$ cat config.mk
export PLATFORM = sky130hd
export DESIGN_NAME = prod_bcd_conv
export DESIGN_NICKNAME = d
export VERILOG_FILES = /design/src/rtl/prod_bcd_conv.sv
export SDC_FILE = /design/constraint.sdc
export NUM_CORES = 1
export LEC_CHECK = 0
export CELL_PAD_IN_SITES_DETAIL_PLACEMENT = 1
export CELL_PAD_IN_SITES_GLOBAL_PLACEMENT = 2
export CORE_MARGIN = 1
export CORE_UTILIZATION = 33
export CTS_CLUSTER_SIZE = 14
export DETAILED_ROUTE_END_ITERATION = 10
export GPL_TIMING_DRIVEN = 0
export PLACE_DENSITY_LB_ADDON = 0.15
export SLEW_MARGIN = 25
export SYNTH_ARGS = -nofsm -noshare
export SYNTH_HDL_FRONTEND = slang
export SYNTH_SLANG_ARGS = --single-unit
$ cat constraint.sdc
create_clock -name clk -period 1.8 [get_ports clk]
set_input_delay 0.45 -clock clk [delete_from_list [all_inputs] [get_ports clk]]
set_output_delay 0.45 -clock clk [all_outputs]
set_load 0.02 [all_outputs]
$ cat src/rtl/prod_bcd_conv.sv
// rtl/prod_bcd_conv.sv - sequential shift-add-3 binary-to-BCD converter for the mymul product
//
// Ports:
//   clk    - single clock, all state changes on the rising edge
//   rst    - synchronous active-high reset, aborts any conversion in flight
//   start  - conversion request, sampled only while idle
//   p      - N-bit binary value, captured on the edge that accepts start
//   busy   - high while a conversion is running
//   done   - one-cycle pulse when bcd has just been updated
//   bcd    - DIGITS packed BCD digits, units in [3:0]; holds the last completed result

module prod_bcd_conv #(
  parameter int N      = 16,
  parameter int DIGITS = 5
) (
  input  logic                  clk,
  input  logic                  rst,
  input  logic                  start,
  input  logic [N-1:0]          p,
  output logic                  busy,
  output logic                  done,
  output logic [4*DIGITS-1:0]   bcd
);

  localparam int BW = 4 * DIGITS;
  localparam int CW = (N > 1) ? $clog2(N) : 1;

  typedef enum logic {
    IDLE  = 1'b0,
    SHIFT = 1'b1
  } state_t;

  state_t          state;
  state_t          state_next;

  logic [N-1:0]    bin_q;
  logic [BW-1:0]   scratch_q;
  logic [BW-1:0]   scratch_adj;
  logic [BW-1:0]   scratch_shifted;
  logic [CW-1:0]   cnt_q;
  logic            last_iter;

  // Add-3 correction on each digit independently; a digit >= 5 would
  // overflow past 9 when doubled, so it is pre-biased before the shift.
  always_comb begin
    scratch_adj = scratch_q;
    for (int d = 0; d < DIGITS; d++) begin
      if (scratch_q[4*d +: 4] >= 4'd5) begin
        scratch_adj[4*d +: 4] = scratch_q[4*d +: 4] + 4'd3;
      end
    end
  end

  // Upper half of the {scratch, binary} left shift: the binary MSB enters
  // the units digit.
  assign scratch_shifted = {scratch_adj[BW-2:0], bin_q[N-1]};
  assign last_iter       = (cnt_q == CW'(N - 1));

  always_comb begin
    state_next = state;
    case (state)
      IDLE:    if (start)     state_next = SHIFT;
      SHIFT:   if (last_iter) state_next = IDLE;
      default:                state_next = IDLE;
    endcase
  end

  always_ff @(posedge clk) begin
    if (rst) begin
      state     <= IDLE;
      bin_q     <= '0;
      scratch_q <= '0;
      cnt_q     <= '0;
      busy      <= 1'b0;
      done      <= 1'b0;
      bcd       <= '0;
    end else begin
      state <= state_next;
      done  <= 1'b0;
      case (state)
        IDLE: begin
          if (start) begin
            bin_q     <= p;
            scratch_q <= '0;
            cnt_q     <= '0;
            busy      <= 1'b1;
          end
        end
        SHIFT: begin
          scratch_q <= scratch_shifted;
          bin_q     <= {bin_q[N-2:0], 1'b0};
          cnt_q     <= cnt_q + 1'b1;
          if (last_iter) begin
            // Only the final post-shift scratch value is ever published.
            bcd  <= scratch_shifted;
            done <= 1'b1;
            busy <= 1'b0;
          end
        end
        default: begin
          busy <= 1'b0;
        end
      endcase
    end
  end

endmodule

==> impl_metrics.toml <==
[timing]
holdWs_ns = 0.4570
max_slew_margin = 0.6661
rsz0062_at_grt = "false"
fin_skew_ns = 0.007542
layout_setup_ws_ns = 0.06781
fin_crit_sh = 0.9623
finalSetupViolCount = 0
fmax_ghz = 0.5773
slew_violations = 0
max_slew.worst_pin.slew_ns = 0.5009
hold_viol_final = 0
fin_tns_setup_ns = 0
post-route-min-period_ns = 1.732

[floorplanning]
placement_rows = 33
pin_count = 41
die_h_um = 94.28
die_area_mm2 = 0.008889
core_mm2 = 0.008217
initial_utilization = 0.3420
die_w_um = 94.28

[worst_setup_path]
cp-end-kind = "output pin"
crit_fanout = 2
r2r_cells = 6
crit_chain = "clkdlybuf4s50_1"
cp_top_family = "buffers and inverters"
cp.arrival_ns = 1.28
startpoint_type = "register"
r2r_end = "bcd[10]$_SDFFE_PP0P_"
path_class = "reg2out"
r2r_slack_ns = 0.27
worstPathRequired_ns = 1.35
critical_path_buf_inv_count = 1
r2r_start = "scratch_q[8]$_SDFFE_PP0P_"
critPathMaxStageDelay_ns = 0.61
critPathSlowestCell = "clkdlybuf4s50_1"

[layout]
fin_cells = 461
nFillCells = 986
num_antenna_cells = 0
final_net_count = 381
post-route-util = 0.4305
post-route-cell-area_mm2 = 0.003537
final_layout_size_suffix_gt1_frac = 0.1264
area_delta_synth_final_pct = 25.87

[clock_network]
clockBufferDepth = 2
post_cts_resized = 0
clock_latency_ns = 0.34
ctsHoldBuffers = 0
cts_setup_buffers = 0
cts_inserted_buffers = 9
cts-root-buf = "clkbuf_8"
cts_sinks = 63
ctsHtreeMaxLevel = 3
clkTransAtPathRegs_ns = 0.07
cts_tree = "yes"

[power_and_ir_drop]
ir_drop_uv = 407.4
leakagePower_nw = 1.392
p_per_area_mw_per_mm2 = 816.6
total_power_mw = 2.888

[grt]
grt_max_degree = 11
grt_pass1_vias = 2301
grt_pass1_wl_mm = 11.33
grt_overflow = 0
antenna_found_initial = 0
grtUsageTotal = 0.1695

[synth]
synth_fp_nets = 330
syn_inst = 300
async_flop_share = 0
synth_seq_cells = 63
synth_edf_count = 0
syn_area_per_cell_um2 = 9.367
ys_warn_count = 0
synthesis.area_mm2 = 0.002810
synthFlopType = "dfxtp_1"
yosysMostFrequentCell = "dfxtp_1"
synthDistinctLibCells = 30
ys_top_cells_by_area = "dfxtp_1, mux2i_1, a21oi_1"
synth.largest_area_cell = "dfxtp_1"
synth_top_cell_area_share = 0.4488
ys_seq_area_frac = 0.4488
synth.top_cells.by_count = "dfxtp_1, a21oi_1, nor2_1"

[routing]
wl_met1_mm = 3.209
top_layer = "met4"
dr.pass1.iters = 4
dr_wl_met2_mm = 3.266
wl_per_cell_um = 14.67
drt-vias-per-instance = 4.889
drtAntennaViolNets = 0
finalWirelength_mm = 6.764
drtIter0Drc = 43
wl_met3_um = 180
vias = 2254
drc = 0

[placement]
dp_cells = 445
placed_area_mm2 = 0.003342
place_ws_ns = -0.2230
gp_congestion = 0.7087
hpwl_mm = 4.845
io_buffers = 40

[hold_path]
holdPathStages = 2
hold_end = "bcd[7]$_SDFFE_PP0P_"
hp-class = "reg2reg"
worstHoldStart = "bcd[7]$_SDFFE_PP0P_"

[run]
maxCapViolations = 0

[run_status]
run_status = "finished, final reports clean"
final cells by class:
| type | count | area [µm²] | share of cell area |
|---|---|---|---|
| Clock inverter | 4 | 45.04 | 0.01273 |
| Multi-Input combinational cell | 207 | 1378 | 0.3895 |
| Clock buffer | 12 | 145.1 | 0.04103 |
| Tap cell | 105 | 131.4 | 0.03714 |
| Inverter | 13 | 53.80 | 0.01521 |
| Timing Repair Buffer | 40 | 405.4 | 0.1146 |
| Buffer | 17 | 117.6 | 0.03325 |
| Sequential cell | 63 | 1261 | 0.3566 |
kinds of logic after synthesis:
logic type               synth area share
XOR/XNOR                          0.01870
buffers and inverters             0.06100
multiplexers                      0.07836
adder cells (fa/ha/maj)           0.04898
AND/OR/NAND/NOR                    0.1514
AO/OA/AOI/OAI                      0.1928
flip-flops                         0.4488
worst max path at each step:
stage                          start                         to  slack (ns)  cells past startpoint
6_report         bcd[1]$_SDFFE_PP0P_                     bcd[1]        0.07                      1
5_1_grt          bcd[7]$_SDFFE_PP0P_                     bcd[7]        0.01                      1
4_1_cts            busy$_SDFFE_PP0P_                       busy        0.01                      1
3_5_place_dp                     rst      bin_q[9]$_SDFFE_PP0P_       -0.22                      4
3_3_place_gp                     rst  scratch_q[0]$_SDFFE_PP0P_       -0.20                      4
2_1_floorplan  cnt_q[0]$_SDFFE_PP0P_       bcd[10]$_SDFFE_PP0P_        0.47                      7
report_power, final:
group	internal [mW]	switching (mW)	leakage, nW
clock network	0.672	0.546	0.100
registers	1.42	0.0179	0.511
logic	0.103	0.126	0.781
total	2.20	0.690	1.39
routing by layer:
layer | global-route usage | vias to the layer above
met5 | 0 | -
met4 | 0.06538 | 0
met3 | 0.03883 | 9
met2 | 0.2796 | 30
met1 | 0.2125 | 1068
li1 | - | 1147
state kept, by name, indices dropped and copies added, names as in the netlist:
name       count
state          1
bcd           20
scratch_q     20
busy           1
bin_q         16
done           1
cnt_q          4
layout by cell type (no fill, tap or decap), types with 2 or more instances in the layout:
| master | netlist | final |
|---|---|---|
| nand2_1 | 13 | 13 |
| buf_2 | 6 | 6 |
| xnor2_1 | 5 | 5 |
| nor3_1 | 2 | 2 |
| clkinv_2 | 0 | 3 |
| a22o_1 | 12 | 12 |
| a21oi_1 | 34 | 34 |
| nor2b_1 | 3 | 3 |
| inv_1 | 12 | 12 |
| a21oi_2 | 5 | 5 |
| clkdlybuf4s50_1 | 0 | 38 |
| clkbuf_8 | 0 | 10 |
| dlymetal6s2s_1 | 0 | 2 |
| o21ai_0 | 22 | 22 |
| nand3_1 | 6 | 6 |
| dfxtp_1 | 63 | 63 |
| mux2i_1 | 22 | 22 |
| a211oi_1 | 2 | 2 |
| nor3b_1 | 15 | 15 |
| buf_4 | 6 | 6 |
| a22o_2 | 9 | 9 |
| clkbuf_1 | 3 | 5 |
| nor2_1 | 34 | 34 |
| nand2b_1 | 6 | 6 |
| ha_1 | 11 | 11 |
Note: power is estimated with default switching activity, not from simulation.
